[config.mk]
export PLATFORM = sky130hd
export DESIGN_NAME = qos_egress
export DESIGN_NICKNAME = d
export VERILOG_FILES = /design/src/rtl/qos_pkg.sv /design/src/rtl/skid_buffer2.sv /design/src/rtl/qos_egress.sv
export SDC_FILE = /design/constraint.sdc
export NUM_CORES = 1
export LEC_CHECK = 0
export CAP_MARGIN = 40
export CORE_AREA = 8 8 67 69
export DETAILED_ROUTE_END_ITERATION = 8
export DIE_AREA = 0 0 75 77
export PLACE_DENSITY_LB_ADDON = 0.08
export SETUP_SLACK_MARGIN = 0.02
export SKIP_LAST_GASP = 1
export SLEW_MARGIN = 10
export SYNTH_ARGS = -nofsm -noshare
export SYNTH_HDL_FRONTEND = slang
export SYNTH_SLANG_ARGS = --single-unit
[constraint.sdc]
create_clock -name clk -period 3.1 [get_ports clk]
set_clock_uncertainty 0.1 [all_clocks]
set_input_delay 0.62 -clock clk [delete_from_list [all_inputs] [get_ports clk]]
set_output_delay 0.62 -clock clk [all_outputs]
set_load 0.01 [all_outputs]
[src/rtl/qos_pkg.sv]
// Shared types and helpers for the QoS egress drain path.
package qos_pkg;

    localparam int unsigned QOS_BUF_WIDTH = 3;
    localparam int unsigned QOS_WORD_W    = QOS_BUF_WIDTH + 1;

    typedef logic [QOS_BUF_WIDTH:0] qos_word_t;

    typedef enum logic [1:0] {
        S_EMPTY = 2'd0,
        S_ONE   = 2'd1,
        S_TWO   = 2'd2
    } occ_state_t;

    // Words committed to the skid buffer once this cycle settles: held + arriving - leaving.
    function automatic logic [2:0] commit_level(occ_state_t occ, logic inflight, logic pop);
        return {1'b0, occ} + {2'b00, inflight} - {2'b00, pop};
    endfunction

endpackage

[src/rtl/skid_buffer2.sv]
// Two-entry in-order skid buffer; head is the oldest word and is held while not popped.
module skid_buffer2
    import qos_pkg::*;
#(
    parameter int unsigned WIDTH = QOS_WORD_W
) (
    input  logic             clk,
    input  logic             rst,
    input  logic             push,
    input  logic             pop,
    input  logic [WIDTH-1:0] din,
    output logic [WIDTH-1:0] head,
    output logic [1:0]       occupancy
);

    logic [WIDTH-1:0] tail;

    // Push appends behind the head; a simultaneous pop shifts first so order is kept.
    always_ff @(posedge clk or negedge rst) begin
        if (!rst) begin
            head      <= '0;
            tail      <= '0;
            occupancy <= 2'd0;
        end else begin
            case ({push, pop})
                2'b10: begin
                    if (occupancy == 2'd0) begin
                        head <= din;
                    end else begin
                        tail <= din;
                    end
                    occupancy <= occupancy + 2'd1;
                end
                2'b01: begin
                    if (occupancy == 2'd2) begin
                        head <= tail;
                    end
                    occupancy <= occupancy - 2'd1;
                end
                2'b11: begin
                    if (occupancy == 2'd2) begin
                        head <= tail;
                        tail <= din;
                    end else begin
                        head <= din;
                    end
                end
                default: ;
            endcase
        end
    end

endmodule

[src/rtl/qos_egress.sv]
// Drains the QoS output FIFO into a 2-entry skid buffer and presents words on valid/ready.
// Also tracks accepted words (saturating) and an idle flag after a run of quiet cycles.
module qos_egress
    import qos_pkg::*;
#(
    parameter int unsigned BUF_WIDTH   = QOS_BUF_WIDTH,
    parameter int unsigned CNT_BITS    = 16,
    parameter int unsigned IDLE_CYCLES = 4
) (
    input  logic                clk,
    input  logic                rst,
    input  logic                enb,
    input  logic                fifo_empty,
    input  logic [BUF_WIDTH:0]  fifo_dout,
    output logic                fifo_rd_en,
    output logic                out_valid,
    input  logic                out_ready,
    output logic [BUF_WIDTH:0]  out_data,
    output logic [CNT_BITS-1:0] words_sent,
    output logic                idle
);

    localparam int unsigned WORD_W = BUF_WIDTH + 1;
    localparam int unsigned IDLE_W = $clog2(IDLE_CYCLES + 1);

    occ_state_t        state;
    occ_state_t        state_d;
    logic              inflight;
    logic              push;
    logic              pop;
    logic              quiet;
    logic [1:0]        occupancy;
    logic [IDLE_W-1:0] quiet_cnt;
    logic [IDLE_W-1:0] quiet_cnt_d;

    assign push      = inflight;
    assign pop       = out_valid & out_ready;
    assign out_valid = (occupancy != 2'd0);

    skid_buffer2 #(
        .WIDTH(WORD_W)
    ) u_skid (
        .clk       (clk),
        .rst       (rst),
        .push      (push),
        .pop       (pop),
        .din       (fifo_dout),
        .head      (out_data),
        .occupancy (occupancy)
    );

    always_ff @(posedge clk or negedge rst) begin
        if (!rst) begin
            state <= S_EMPTY;
        end else begin
            state <= state_d;
        end
    end

    // Occupancy FSM plus read issue; a read is only issued if its word is guaranteed a slot.
    always_comb begin
        state_d    = state;
        fifo_rd_en = 1'b0;
        unique case (state)
            S_EMPTY: begin
                if (push) begin
                    state_d = S_ONE;
                end
            end
            S_ONE: begin
                if (push && !pop) begin
                    state_d = S_TWO;
                end else if (!push && pop) begin
                    state_d = S_EMPTY;
                end
            end
            S_TWO: begin
                if (pop && !push) begin
                    state_d = S_ONE;
                end
            end
            default: begin
                state_d = S_EMPTY;
            end
        endcase
        fifo_rd_en = rst & enb & ~fifo_empty & (commit_level(state, inflight, pop) <= 3'd1);
    end

    // The FIFO returns data one cycle after the pop request.
    always_ff @(posedge clk or negedge rst) begin
        if (!rst) begin
            inflight <= 1'b0;
        end else begin
            inflight <= fifo_rd_en;
        end
    end

    always_ff @(posedge clk or negedge rst) begin
        if (!rst) begin
            words_sent <= '0;
        end else if (pop && (words_sent != '1)) begin
            words_sent <= words_sent + CNT_BITS'(1);
        end
    end

    assign quiet = fifo_empty & (state == S_EMPTY) & ~inflight;

    always_comb begin
        quiet_cnt_d = '0;
        if (quiet) begin
            if (quiet_cnt == IDLE_W'(IDLE_CYCLES)) begin
                quiet_cnt_d = quiet_cnt;
            end else begin
                quiet_cnt_d = quiet_cnt + IDLE_W'(1);
            end
        end
    end

    always_ff @(posedge clk or negedge rst) begin
        if (!rst) begin
            quiet_cnt <= '0;
            idle      <= 1'b0;
        end else begin
            quiet_cnt <= quiet_cnt_d;
            idle      <= (quiet_cnt_d == IDLE_W'(IDLE_CYCLES));
        end
    end

endmodule

==> results of run 1 <==
-- logic make-up after synthesis --
kind of cell	Yosys count
AO/OA/AOI/OAI	14
XOR/XNOR	19
adder cells (fa/ha/maj)	9
buffers and inverters	9
flip-flops	33
multiplexers	12
AND/OR/NAND/NOR	54
-- report_power, final --
part           total [mW]  switching [mW]  internal, mW  leakage (nW)
combinational       0.674           0.282         0.391         0.546
clock               0.338           0.146         0.193        0.0455
sequential          0.678           0.123         0.555         0.429
total                1.69           0.551          1.14          1.02
-- final cells by class --
| class | count | area [um^2] |
|---|---|---|
| timing repair buffer | 44 | 402 |
| fill | 308 | 1250 |
| clock inverter | 1 | 30.0 |
| clock buffer | 7 | 55.1 |
| inverter | 6 | 22.5 |
| tap | 48 | 60.1 |
| multi-input combinational | 108 | 853 |
| sequential | 33 | 826 |
-- routing by layer --
layer / vias to the layer above / share of wire [%]
li1: 624 / -
met2: 31 / 51
met1: 640 / 41
met4: 0 / 1.6
met5: - / 0
met3: 6 / 6.0
-- flip-flops by register name, summed over array words and instances (netlist names) --
register,cells
u_skid.tail,4
idle,1
u_skid.head,4
state,2
words_sent,16
inflight,1
u_skid.occupancy,2
quiet_cnt,3
-- critical path, delay by kind of cell --
family	cells	cell delay, ns
AO/OA/AOI/OAI	1	0.06
AND/OR/NAND/NOR	2	0.25
buffers and inverters	3	0.42
adder cells (fa/ha/maj)	3	0.94
-- metrics by stage --
| step | hold slack, ns | std cells |
|---|---|---|
| after floorplan | 0.224 | 150 |
| after global placement | 0.389 | 236 |
| after detailed placement | 0.399 | 236 |
| after CTS | 0.417 | 245 |
| after global routing | 0.448 | 247 |
| final | 0.414 | 247 |
-- cells in the final DEF (no fill, tap or decap), drive strengths merged --
master,netlist,layout
or3,1,1
ha,8,8
dfrtp,33,33
and3,4,4
nor4b,1,1
nand2,13,13
bufinv,0,1
a21oi,1,1
o21bai,1,1
nor2,7,7
nor3,3,3
mux2,11,11
a2bb2oi,1,1
o211a,2,2
o22a,1,1
dlygate4sd2,0,1
nand4b,1,1
inv,6,6
nand3,9,9
nor4,5,5
or2,1,1
clkdlybuf4s50,0,29
a22o,4,4
fa,1,1
xnor2,11,11
and2,1,1
and3b,1,1
xor2,8,8
o22ai,1,1
buf,2,14
nor3b,1,1
o21ai,3,3
clkbuf,1,7
mux2i,1,1
nand4,5,5
nand2b,1,1
-- repair_timing --
| action | CTS | global route |
|---|---|---|
| endpoints found under the hold margin | 0 | 0 |
| endpoints found under the setup margin | 1 | 1 |
| gates resized for setup | 7 | 0 |
| buffers inserted | 1 | 2 |
| pin swaps | 2 | 3 |
-- how the worst min path moves through the flow --
stage / cells past startpoint / to / from / slack, ns
floorplan: 0 / idle / rst / 0.22
global placement: 1 / u_skid.head[0] / u_skid.head[0] / 0.39
detailed placement: 1 / u_skid.tail[0] / u_skid.tail[0] / 0.40
CTS: 1 / words_sent[9] / words_sent[9] / 0.42
global route: 1 / words_sent[10] / words_sent[10] / 0.45
finish: 1 / words_sent[10] / words_sent[10] / 0.41
==> results.py, run 1 <==
metrics = {
    "global_routing": {
        "gr-usage-met2_pct": 22.7,
        "grt_max_degree": 34,
        "grt_pass1_vias": 1407,
        "grt_use_total_pct": 13.6,
        "grt_busiest_layer": "met2",
        "use_met3_pct": 5.07,
        "grt_pass1_wl_mm": 6.20,
        "grt-ovfl-total": 0,
        "grt.met1_usage_pct": 14.9,
        "antenna_found_initial": 0,
    },
    "logic_synthesis": {
        "synth.cell_area_um2": 1710,
        "synthCells": 150,
        "synth_top_family_by_area": "simple AND/OR/NAND/NOR gates",
        "synth.distinct_cells": 39,
        "synth_ff_type": "dfrtp_1",
        "seq_area_frac_synth_pct": 48.2,
        "synth-seq-cells": 33,
        "ys_async_sr_fraction_pct": 100,
        "post-synth-top-area-cell": "dfrtp_1",
        "yosysTopAreaCellShare_pct": 48.2,
        "syn_avg_cell_area_um2": 11.4,
        "syn_nets": 168,
        "synthAdderAreaFrac_pct": 7.02,
        "synth_compound_area_share_pct": 6.21,
        "ys_top_cells_by_area": "dfrtp_1 48%, mux2_2 6.6%, ha_1 5.8%, xnor2_1 5.6%, xor2_1 4.1%",
        "synth_simple_gate_area_share_pct": 18.5,
        "yosysMostFrequentCell": "dfrtp_1",
        "synth-xor-area-share_pct": 9.72,
        "synth_mux_area_share_pct": 8.04,
        "synth_edf_count": 0,
        "synthTopCellsByCount": "33 x dfrtp_1, 13 x nand2_1, 11 x xnor2_1, 10 x mux2_2, 9 x nand3_1",
        "ys_warn_count": 0,
    },
    "critical_path": {
        "timing.rr.end": "u_skid.head[1]",
        "crit_path_end": "fifo_rd_en",
        "rrSetupSlack_ns": 0.77,
        "timing.critical_path.from": "out_ready",
        "reg2reg_depth": 9,
        "critPathRequiredTime_ns": 2.38,
        "setup.worst_path.end_class": "primary output",
        "slowest_stage": "fa_1",
        "setup.worst_path.start_class": "input port",
        "slowest_delay_ns": 0.48,
        "critical_path.cell_chain": "dlygate4sd2_1, o21ai_2, ha_1, ha_2, inv_1, fa_1, nand4b_1, nor2_1, buf_2",
        "crit_type": "input port to primary output",
        "rr_startpoint": "u_skid.occupancy[0]",
        "worst-path-max-fanout": 2,
        "cp.arrival_ns": 2.28,
    },
    "final_layout": {
        "final_cell_area_um2": 2250,
        "fin_util_pct": 64.3,
        "antennaDiodeCount": 0,
        "synthToLayoutAreaGrowth_pct": 31.4,
        "final_nets": 216,
        "layout-drive-gt1-share_pct": 19.6,
    },
    "timing": {
        "fin_crit_ns": 3.00,
        "hold_violations": 0,
        "slew_viol_final": 0,
        "setup_tns_ns": 0,
        "postLayoutSetupSlackWorst_ns": 0.0950,
        "worst_slew_pin_slew_ns": 0.418,
        "fin_crit_sh_pct": 96.9,
        "setup_viol": 0,
        "slew_headroom_pct": 72.1,
        "fmax_mhz": 333,
    },
    "drt": {
        "wl_per_cell_um": 14.5,
        "viasPerCell": 5.27,
        "drt_iter0_markers": 88,
        "vias": 1301,
        "finalWirelength_mm": 3.59,
        "drc": 0,
        "drtPass1Iterations": 6,
        "drtAntennaViolNets": 0,
    },
    "pwr": {
        "leakagePower_nw": 1.02,
        "peakVddDrop_mv": 0.478,
        "p_per_area_nw_per_um2": 752,
        "design_power_total_mw": 1.69,
    },
    "floorplanning": {
        "fp.dieArea_um2": 5780,
        "die_w_um": 75,
        "ios": 32,
        "rows": 22,
        "start_util_pct": 49.0,
        "die_h_um": 77,
        "core_um2": 3500,
    },
    "cts": {
        "cts-root-buf": "clkbuf_4",
        "clkSinkCount": 33,
        "cts_tree": "yes",
        "insertion_delay_ns": 0.34,
        "htreeDepth": 2,
        "clockBufferDepth": 2,
        "cts_buffers": 5,
        "clk_pin_slew_ns": 0.08,
        "cts_hold_buf": 0,
    },
    "place": {
        "place_area_um2": 2140,
        "place_ws_ns": -0.591,
        "io_buffers": 31,
        "gp_congestion": 0.810,
        "dp_hpwl_mm": 2.68,
    },
    "run": {
        "maxCapViolCount": 0,
    },
    "outcome": {
        "status": "complete, no violations",
    },
    "worst_hold_path": {
        "hold_class": "flip-flop to flip-flop",
    },
}
Note: power is estimated with default switching activity, not from simulation.
==> run 2: changes to the inputs <==
--- a/config.mk
+++ b/config.mk
@@ -7,6 +7,7 @@
 export LEC_CHECK = 0
 export CAP_MARGIN = 40
 export CORE_AREA = 8 8 67 69
+export CTS_CLUSTER_DIAMETER = 50
 export DETAILED_ROUTE_END_ITERATION = 8
 export DIE_AREA = 0 0 75 77
 export PLACE_DENSITY_LB_ADDON = 0.08
==> results of run 2 <==
No change in the layout: final DEF, timing and power equal those of run 1.
==> run 3: changes to the inputs <==
--- a/config.mk
+++ b/config.mk
@@ -6,10 +6,11 @@
 export NUM_CORES = 1
 export LEC_CHECK = 0
 export CAP_MARGIN = 40
-export CORE_AREA = 8 8 67 69
+export CORE_AREA = 8 8 79 81
 export CTS_CLUSTER_DIAMETER = 50
 export DETAILED_ROUTE_END_ITERATION = 8
-export DIE_AREA = 0 0 75 77
+export DIE_AREA = 0 0 87 89
+export HOLD_SLACK_MARGIN = 0.15
 export PLACE_DENSITY_LB_ADDON = 0.08
 export SETUP_SLACK_MARGIN = 0.02
 export SKIP_LAST_GASP = 1
==> constraint.sdc (replaced) <==
create_clock -name clk -period 3.4 [get_ports clk]
set_clock_uncertainty 0.1 [all_clocks]
set_input_delay 0.68 -clock clk [delete_from_list [all_inputs] [get_ports clk]]
set_output_delay 0.68 -clock clk [all_outputs]
set_load 0.01 [all_outputs]
==> results.py, run 3 (synthesis results as in run 1) <==
metrics = {
    "pwr": {
        "internal_power_mw": 1.04,
        "peakVddDrop_mv": 0.293,
        "p_comb_share_pct": 38.6,
        "design_power_total_mw": 1.55,
        "p_per_area_nw_per_um2": 685,
        "leakagePower_nw": 1.02,
        "swShare_pct": 33.3,
        "p_clk_share_pct": 21.0,
        "switchingPower_mw": 0.517,
        "seq_power_share_pct": 40.4,
    },
    "cts": {
        "insertion_delay_ns": 0.28,
        "cts-root-buf": "clkbuf_8",
        "cts_buffers": 5,
        "htreeDepth": 2,
        "clkSinkCount": 33,
        "cts_hold_buf": 0,
        "cts_tree": "yes",
        "clockBufferDepth": 2,
        "clk_pin_slew_ns": 0.07,
    },
    "floorplanning": {
        "ios": 32,
        "die_w_um": 87,
        "start_util_pct": 34.4,
        "die_h_um": 89,
        "fp.dieArea_um2": 7740,
        "core_um2": 4980,
        "rows": 26,
    },
    "final_layout": {
        "layout-drive-gt1-share_pct": 18.4,
        "synthToLayoutAreaGrowth_pct": 32.5,
        "final_cell_mix": "33 x dfrtp_1, 29 x clkdlybuf4s50_1, 13 x nand2_1",
        "fin_util_pct": 45.6,
        "mostFrequentLayoutCell": "dfrtp_1",
        "register_area_um2": 826,
        "antennaDiodeCount": 0,
        "multiInputGateArea_um2": 851,
        "largest_register_ffs": 16,
        "final_nets": 213,
        "regMostFlops": "words_sent",
        "largestRegisters": "words_sent x16, u_skid.head x4, u_skid.tail x4",
        "fill_cells": 482,
    },
    "critical_path": {
        "setup.worst_path.start_class": "input port",
        "setup.worst_path.end_class": "primary output",
        "crit_type": "input port to primary output",
        "slowest_stage": "fa_1",
        "worst-path-max-fanout": 2,
        "critical_path.cell_chain": "dlygate4sd2_1, o21ai_2, ha_1, ha_1, inv_1, fa_1, nand4b_1, nor2_1, buf_2",
        "slowest_delay_ns": 0.48,
        "reg2reg_depth": 9,
        "cp.arrival_ns": 2.39,
        "crit_path_frequent_cell": "ha_1",
        "critPathRequiredTime_ns": 2.62,
    },
    "drt": {
        "drc": 0,
        "drt_iter0_markers": 38,
        "drtPass1Iterations": 2,
        "drtAntennaViolNets": 0,
        "vias": 1269,
        "finalWirelength_mm": 3.79,
        "viasPerCell": 4.77,
        "wl_per_cell_um": 14.2,
    },
    "outcome": {
        "status": "complete, no violations",
    },
    "timing": {
        "fmax_mhz": 316,
        "rsz0062_at_grt": "false",
        "slew_viol_final": 0,
        "setup_viol": 0,
        "slew_headroom_pct": 71.1,
        "fin_crit_sh_pct": 93.1,
        "hold_violations": 0,
        "fin_crit_ns": 3.17,
        "worst_slew_pin_slew_ns": 0.433,
    },
    "global_routing": {
        "grt-ovfl-total": 0,
        "grt_pass1_vias": 1376,
        "grt_pass1_wl_mm": 6.56,
        "grt_max_degree": 34,
        "grt.met1_usage_pct": 12.8,
        "antenna_found_initial": 0,
        "gr-usage-met2_pct": 17.5,
        "use_met3_pct": 4.04,
        "grt_use_total_pct": 11.0,
        "grt_busiest_layer": "met2",
    },
    "worst_hold_path": {
        "hold_class": "flip-flop to flip-flop",
        "hold_path_depth": 1,
    },
    "run": {
        "maxCapViolCount": 0,
    },
    "place": {
        "gp_congestion": 0.729,
        "dp_hpwl_mm": 2.75,
        "io_buffers": 31,
    },
}
## run 3: changes by cell type in the layout (fill, tap and decap cells not counted), sizes merged
cell / previous run / this run
buf: 14 / 11
bufinv: 1 / 0
clkinv: 0 / 1
## run 3: final timing paths
kind,startpoint,end,slack [ns]
setup / recovery,out_ready,fifo_rd_en,0.23
hold / removal,u_skid.tail[2],u_skid.tail[2],0.41
setup reg to reg,u_skid.occupancy[1],u_skid.head[2],1.02
hold reg to reg,u_skid.tail[2],u_skid.tail[2],0.41
max in group asynchronous,rst,u_skid.head[0],2.15
min in group asynchronous,rst,inflight,0.74
## run 3: cell type report
| class | count | share of cell area [%] |
|---|---|---|
| multi-input cells | 108 | 37.5 |
| flip-flops and latches | 33 | 36.4 |
| repair buffers | 41 | 16.7 |
| clock buffers | 7 | 4.25 |
| well taps | 70 | 3.86 |
| inverters | 6 | 0.993 |
| clock inverters | 1 | 0.221 |
## run 3: power groups by stage
stage	Combinational (mW)	Sequential, mW	Clock, mW
5_1_grt	0.662	0.651	0.359
6_report	0.599	0.628	0.326
3_3_place_gp	0.586	0.628	0
3_5_place_dp	0.601	0.634	0
4_1_cts	0.611	0.631	0.341
2_1_floorplan	0.326	0.638	0
## run 3: per-layer routing
layer  vias to the layer above  wire length, um
li1                        615                -
met1                       627             1740
met2                        21             1800
met3                         6              175
met4                         0               66
met5                         -                0
## run 3: repair_timing
action,CTS,global route
resized for setup,6,0
endpoints found under the setup margin,1,0
setup buffers,2,0
## run 3: critical path: cells and delay by family
kind | cells | cell delay (ns)
and+or+nand+nor | 2 | 0.24
buffers and inverters | 3 | 0.46
adders and majority gates | 3 | 0.93
AOI/OAI and AO/OA | 1 | 0.08
## run 3: metrics by stage
step	setup WS [ns]	area [um^2]	hold WS [ns]	instances	TNS, ns
after floorplan	0.394	1710	0.284	150	0
after global placement	-0.386	2150	0.392	256	-0.386
after detailed placement	-0.457	2150	0.398	256	-0.457
after CTS	0.256	2270	0.415	266	0
after global routing	0.131	2270	0.440	266	0
final	0.235	2270	0.414	266	0
